==> config.mk <==
export PLATFORM = sky130hd
export DESIGN_NAME = uart_rx
export DESIGN_NICKNAME = d
export VERILOG_FILES = /design/src/rtl/uart_pkg.sv /design/src/rtl/uart_baud_tick.sv /design/src/rtl/uart_rx.sv
export SDC_FILE = /design/constraint.sdc
export NUM_CORES = 1
export LEC_CHECK = 0
export ABC_AREA = 1
export CORE_ASPECT_RATIO = 0.8
export CORE_MARGIN = 4
export CORE_UTILIZATION = 30
export CTS_BUF_LIST = sky130_fd_sc_hd__clkbuf_4 sky130_fd_sc_hd__clkbuf_8
export DETAILED_ROUTE_END_ITERATION = 16
export SYNTH_ARGS = -nofsm -noshare
export SYNTH_HDL_FRONTEND = slang
export SYNTH_HIERARCHICAL = 1
export SYNTH_SLANG_ARGS = --single-unit
==> constraint.sdc <==
create_clock -name i_clk -period 1.6 [get_ports i_clk]
set_input_delay 0.16 -clock i_clk [delete_from_list [all_inputs] [get_ports i_clk]]
set_output_delay 0.16 -clock i_clk [all_outputs]
set_load 0.01 [all_outputs]
==> src/rtl/uart_pkg.sv <==
// uart_pkg: shared UART receiver/transmitter types, parity codes and bit-timing constant functions.
package uart_pkg;

   typedef enum logic [2:0] {ST_IDLE, ST_START, ST_DATA, ST_PARITY, ST_STOP} uart_state_t;

   localparam int PARITY_NONE = 0;
   localparam int PARITY_EVEN = 1;
   localparam int PARITY_ODD  = 2;

   function automatic int tick_div(input longint clk_hz, input longint baud, input longint ovr);
      longint d;
      d = clk_hz / (baud * ovr);
      return (d < 1) ? 1 : 32'(d);
   endfunction

   function automatic longint nco_inc(input longint clk_hz, input longint baud, input longint ovr,
                                      input int accw);
      return (((baud * ovr) << accw) + clk_hz / 2) / clk_hz;
   endfunction

endpackage

==> src/rtl/uart_baud_tick.sv <==
// uart_baud_tick: oversample tick from an integer divider or a fractional NCO carry.
module uart_baud_tick
   import uart_pkg::*;
#(
   parameter int CLK_HZ     = 50_000_000,
   parameter int BAUD       = 115_200,
   parameter int OVERSAMPLE = 16,
   parameter int USE_NCO    = 0,
   parameter int ACCW       = 32
) (
   input  logic i_clk,
   input  logic i_rst_n,
   output logic o_tick
);

   generate
      if (USE_NCO != 0) begin : g_nco
         localparam logic [ACCW-1:0] INC = ACCW'(nco_inc(CLK_HZ, BAUD, OVERSAMPLE, ACCW));
         logic [ACCW-1:0] acc_q;
         logic            carry_q;
         always_ff @(posedge i_clk or negedge i_rst_n)
            if (!i_rst_n) {carry_q, acc_q} <= '0;
            else {carry_q, acc_q} <= {1'b0, acc_q} + {1'b0, INC};
         assign o_tick = carry_q;
      end else begin : g_div
         localparam int DIV = tick_div(CLK_HZ, BAUD, OVERSAMPLE);
         localparam int W   = (DIV > 1) ? $clog2(DIV) : 1;
         logic [W-1:0] cnt_q;
         always_ff @(posedge i_clk or negedge i_rst_n)
            if (!i_rst_n) cnt_q <= '0;
            else cnt_q <= (cnt_q == W'(DIV - 1)) ? '0 : cnt_q + W'(1);
         assign o_tick = (cnt_q == W'(DIV - 1));
      end
   endgenerate

endmodule

==> src/rtl/uart_rx.sv <==
// uart_rx: oversampling UART receiver with a single-entry valid/ready output register.
// Define UART_RX_MAJORITY_EN to decide each bit by 2-of-3 majority around mid-bit.
module uart_rx
   import uart_pkg::*;
#(
   parameter int DATA_BITS  = 8,
   parameter int CLK_HZ     = 50_000_000,
   parameter int BAUD       = 115_200,
   parameter int OVERSAMPLE = 16,
   parameter int PARITY     = 0,
   parameter int STOP_BITS  = 1,
   parameter int USE_NCO    = 0,
   parameter int ACCW       = 32
) (
   input  logic                 i_clk,
   input  logic                 i_rst_n,
   input  logic                 i_rx,
   output logic [DATA_BITS-1:0] o_data,
   output logic                 o_valid,
   input  logic                 i_ready,
   output logic                 o_parity_err,
   output logic                 o_frame_err,
   output logic                 o_overrun
);

   localparam int            PW        = $clog2(OVERSAMPLE);
   localparam int            BW        = $clog2(DATA_BITS + 1);
   localparam logic [PW-1:0] PH_MID    = PW'(OVERSAMPLE / 2 - 1);
   localparam logic [PW-1:0] PH_END    = PW'(OVERSAMPLE - 1);
   localparam logic          LAST_STOP = (STOP_BITS == 2);

   logic                 ce_ovr, rx_s, dec, done, exp_par;
   logic [1:0]           sync_q;
   uart_state_t          state_q, state_d;
   logic                 armed_q, armed_d, perr_q, perr_d, ferr_q, ferr_d, stop_q, stop_d;
   logic [PW-1:0]        phase_q, phase_d;
   logic [BW-1:0]        bit_q, bit_d;
   logic [DATA_BITS-1:0] shift_q, shift_d, data_q;
   logic                 valid_q, perr_o_q, ferr_o_q, ovr_q;

   uart_baud_tick #(
      .CLK_HZ(CLK_HZ), .BAUD(BAUD), .OVERSAMPLE(OVERSAMPLE), .USE_NCO(USE_NCO), .ACCW(ACCW)
   ) u_tick (
      .i_clk(i_clk), .i_rst_n(i_rst_n), .o_tick(ce_ovr)
   );

   always_ff @(posedge i_clk or negedge i_rst_n)
      if (!i_rst_n) sync_q <= 2'b11;
      else sync_q <= {sync_q[0], i_rx};
   assign rx_s = sync_q[1];

`ifdef UART_RX_MAJORITY_EN
   logic [1:0] hist_q;
   always_ff @(posedge i_clk or negedge i_rst_n)
      if (!i_rst_n) hist_q <= 2'b11;
      else if (ce_ovr) hist_q <= {hist_q[0], rx_s};
   assign dec = (hist_q[1] & hist_q[0]) | (hist_q[1] & rx_s) | (hist_q[0] & rx_s);
`else
   assign dec = rx_s;
`endif

   assign exp_par = (PARITY == PARITY_ODD) ? ~^shift_q : ^shift_q;

   always_comb begin
      state_d = state_q;
      armed_d = armed_q;
      phase_d = phase_q;
      bit_d   = bit_q;
      shift_d = shift_q;
      perr_d  = perr_q;
      ferr_d  = ferr_q;
      stop_d  = stop_q;
      done    = 1'b0;
      if (ce_ovr) begin
         phase_d = phase_q + PW'(1);
         case (state_q)
            ST_IDLE: begin
               phase_d = '0;
               if (rx_s) armed_d = 1'b1;
               else if (armed_q) begin
                  state_d = ST_START;
                  perr_d  = 1'b0;
                  ferr_d  = 1'b0;
                  stop_d  = 1'b0;
               end
            end
            ST_START:
               if (phase_q == PH_MID && dec) state_d = ST_IDLE;
               else if (phase_q == PH_END) begin
                  state_d = ST_DATA;
                  phase_d = '0;
                  bit_d   = '0;
               end
            ST_DATA: begin
               if (phase_q == PH_MID) shift_d = {dec, shift_q[DATA_BITS-1:1]};
               if (phase_q == PH_END) begin
                  phase_d = '0;
                  bit_d   = bit_q + BW'(1);
                  if (bit_q == BW'(DATA_BITS - 1))
                     state_d = (PARITY != PARITY_NONE) ? ST_PARITY : ST_STOP;
               end
            end
            ST_PARITY: begin
               if (phase_q == PH_MID) perr_d = (dec != exp_par);
               if (phase_q == PH_END) begin
                  state_d = ST_STOP;
                  phase_d = '0;
               end
            end
            ST_STOP:
               // The last stop bit completes at mid-bit, leaving half a bit to resync on the next start.
               if (phase_q == PH_MID) begin
                  ferr_d = ferr_q | ~dec;
                  if (stop_q == LAST_STOP) begin
                     done    = 1'b1;
                     state_d = ST_IDLE;
                     armed_d = armed_q & ~ferr_d;
                  end
               end else if (phase_q == PH_END) begin
                  phase_d = '0;
                  stop_d  = 1'b1;
               end
            default: state_d = ST_IDLE;
         endcase
      end
   end

   always_ff @(posedge i_clk or negedge i_rst_n)
      if (!i_rst_n) begin
         state_q <= ST_IDLE;
         armed_q <= 1'b0;
         phase_q <= '0;
         bit_q   <= '0;
         shift_q <= '0;
         perr_q  <= 1'b0;
         ferr_q  <= 1'b0;
         stop_q  <= 1'b0;
      end else begin
         state_q <= state_d;
         armed_q <= armed_d;
         phase_q <= phase_d;
         bit_q   <= bit_d;
         shift_q <= shift_d;
         perr_q  <= perr_d;
         ferr_q  <= ferr_d;
         stop_q  <= stop_d;
      end

   always_ff @(posedge i_clk or negedge i_rst_n)
      if (!i_rst_n) begin
         data_q   <= '0;
         valid_q  <= 1'b0;
         perr_o_q <= 1'b0;
         ferr_o_q <= 1'b0;
         ovr_q    <= 1'b0;
      end else begin
         ovr_q <= done & valid_q & ~i_ready;
         if (done && (!valid_q || i_ready)) begin
            data_q   <= shift_q;
            perr_o_q <= perr_q;
            ferr_o_q <= ferr_d;
            valid_q  <= 1'b1;
         end else if (valid_q && i_ready) valid_q <= 1'b0;
      end

   assign o_data       = data_q;
   assign o_valid      = valid_q;
   assign o_parity_err = perr_o_q;
   assign o_frame_err  = ferr_o_q;
   assign o_overrun    = ovr_q;

endmodule

==> run_results.csv <==
group,metric,value,unit
cts,cts.clk_slew.worst_paths,0.08,ns
synth,yosys.area.top_type_share,46.38,%
placed_design,gp_congestion,0.8257,
power_and_ir_drop,power.share.sequential,58.0,%
floorplan,ios,16,
grt,grt_use_met3,2.757,%
floorplan,row_count,27,
drt,dr.pass1.iters,5,
final_layout,finalNetCount,297,
drt,dr_total_vias,1635,
sta,worstMarginPinSlew,0.5213,ns
critical_path,arrival,1.78,ns
synth,netlist_area,0.002158,mm2
min_path,worst_hold_startpoint,"i_rx",
synth,synth_fp_nets,261,
power_and_ir_drop,powerDensity,680.6,mW/mm2
final_layout,mostFrequentLayoutCell,"nand2_1",
sta,slew_violations,0,
synth,yosys_warnings,6,
critical_path,crit_path_end_kind,"register",
synth,ys_ff_latch,42,
cts,insertion_delay,0.29,ns
drt,wl_per_cell,10.93,um
cts,cts_tree,"done",
grt,grt_remaining_overflow,0,
power_and_ir_drop,p_leak,1.291,nW
sta,hold_violations,0,
min_path,hold_path_end,"sync_q[0]",
placed_design,port_buffers,15,
placed_design,dpl-instance-area,0.002477,mm2
cts,root_buffer,"clkbuf_8",
power_and_ir_drop,p_sw,0.4004,mW
synth,synth.area.top_cells,"dfrtp_1, nand2_1, o21ai_2",
grt,antenna_found_initial,0,
grt,grt_usage,9.798,%
final_layout,syn2layout_area_growth,25.57,%
synth,synthDistinctLibCells,26,
critical_path,rr_endpoint,"o_parity_err",
final_layout,layout_common_cells,"nand2_1, dfrtp_1, inv_1",
sta,fin_worst_skew,0.007966,ns
sta,final.setup.tns,0,ns
floorplan,start_util,31.17,%
final_layout,drive_gt1_share,26.21,%
drt,routed_wl,4120,um
power_and_ir_drop,intPower,1.444,mW
grt,grt_pass1_vias,1482,
floorplan,die-width,102.8,um
critical_path,reg2reg_depth,12,
sta,rsz0062_at_grt,"yes",
synth,yosysTopAreaCell,"dfrtp_1",
placed_design,hpwl,2850,um
min_path,min_path_cells,1,
critical_path,cp_max_fo,9,
synth,synthCells,253,
critical_path,rrSetupSlack,0.004,ns
sta,finalSetupViolations,0,
power_and_ir_drop,ir_drop,0.0003437,V
cts,cts_buffer_depth,2,
critical_path,worstSetupStartpointType,"register",
drt,drc,0,
outcome,outcome,"completed",
sta,fin_ws,0.004121,ns
power_and_ir_drop,switching_share,21.71,%
placed_design,pre_cts_ws,0.04519,ns
drt,ant_nets,0,
synth,synth_seq_area_share,48.81,%
synth,syn_avg_cell_area,8.531,um2
drt,routed_via_density,4.337,
grt,grt_max_degree,43,
floorplan,die_area,0.008624,mm2
critical_path,worstReg2RegStart,"u_tick/g_div.cnt_q[0]",
critical_path,crit_required,1.78,ns
power_and_ir_drop,power_frac_clock,39.8,%
sta,holdWs,0.2752,ns
critical_path,crit_type,"register to register",
final_layout,diodes,0,
grt,globalRouteMet1Util,15.16,%
sta,slew_headroom,65.25,%
floorplan,die_y,83.87,um
final_layout,final_area,0.002710,mm2
cts,cts.htree.levels,2,
critical_path,startpoint,"u_tick/g_div.cnt_q[0]",
power_and_ir_drop,power_frac_comb,2.2,%
cts,cts_buffers,5,
sta,fin_crit_sh,99.74,%
min_path,hp-class,"input pin to register",
power_and_ir_drop,p_total,1.845,mW
floorplan,core-area,0.006925,mm2
grt,grt_pass1_wl,6803,um
grt,grt.busiest_layer,"met1",
job,maxCapViolations,0,
grt,met2_usage,12.90,%
cts,cts_sinks,42,
drt,drt-initial-drc-count,58,
sta,min_period,1.596,ns
sta,max_freq,0.6266,GHz
-- per-layer routing --
metal  vias up  part of all wire [%]
met5         -                     0
met4         0                   1.2
met3         4                   3.8
met2        29                    39
met1       725                    56
li1        877                     -
-- timing repair --
item | 4_1_cts | 5_1_grt
hold endpoints to repair | 40 | 0
endpoints found under the setup margin | 0 | 25
resized for setup | 0 | 14
buffers inserted | 0 | 5
hold buffers | 1 | 0
-- final cells by class --
| cell class | instances | area [um2] |
|---|---|---|
| Inverter | 32 | 125.1 |
| Fill cell | 670 | 4215 |
| Clock buffer | 7 | 90.09 |
| Timing Repair Buffer | 32 | 347.8 |
| Clock inverter | 1 | 5.005 |
| Multi-Input combinational cell | 176 | 979.7 |
| Tap cell | 87 | 108.9 |
| Sequential cell | 42 | 1054 |
-- Yosys cell counts --
cell / instances
a21oi_1: 7
buf_4: 1
buf_6: 2
dfrtp_1: 40
dfstp_2: 2
ha_1: 4
inv_1: 29
inv_2: 3
nand2_1: 84
nand2_2: 3
nand3_1: 15
nand3_2: 2
nand3b_1: 1
nand4_1: 3
nand4_4: 1
nor2_1: 14
nor2_2: 4
nor2_4: 3
nor3_1: 1
nor3_2: 1
o21ai_0: 2
o21ai_1: 4
o21ai_2: 19
o32ai_1: 1
xnor2_1: 3
xor2_1: 4
-- power by group through the flow --
stage	clock network (mW)	logic (mW)	registers, mW
3_5_place_dp	0	0.0402	1.09
2_1_floorplan	0	0.00949	1.09
5_1_grt	0.795	0.0470	1.07
6_report	0.735	0.0398	1.07
3_3_place_gp	0	0.0405	1.09
4_1_cts	0.749	0.0421	1.07
-- logic make-up after synthesis --
| family | after synthesis | synth area share, % |
|---|---|---|
| xor gates and xnor gates | 7 | 2.841 |
| AOI/OAI and AO/OA | 33 | 11.13 |
| and+or+nand+nor | 132 | 27.94 |
| adders and majority gates | 4 | 2.319 |
| buffers and inverters | 35 | 6.956 |
| DFF | 42 | 48.81 |
-- critical path: stages (launching register included) --
cell       delay [ns]
dfrtp_1          0.38
inv_1            0.05
ha_1             0.13
nand2_1          0.05
inv_1            0.06
nand2_2          0.06
inv_4            0.08
inv_4            0.05
nor2_4           0.13
nand4_4          0.16
clkbuf_16        0.22
nand2_1          0.06
nand2_1          0.05
-- registers in the layout, summed over array words and instances, names as in the netlist, 2 cells and up --
register	cells
bit_q	4
o_data	8
state_q	3
phase_q	4
sync_q	2
shift_q	8
u_tick/g_div.cnt_q	5
-- worst max-delay path by stage --
stage	endpoint
detailed placement	bit_q[2]
floorplan	o_data[0]
finish	o_parity_err
global placement	state_q[1]
global route	o_frame_err
CTS	bit_q[2]
-- through the flow --
stage	utilization [%]	instances
after floorplan	-	253
after global placement	35.77	361
after detailed placement	35.77	361
after CTS	37.29	370
after global routing	39.13	377
final	39.13	377
Power figures use the tool's default switching activity.
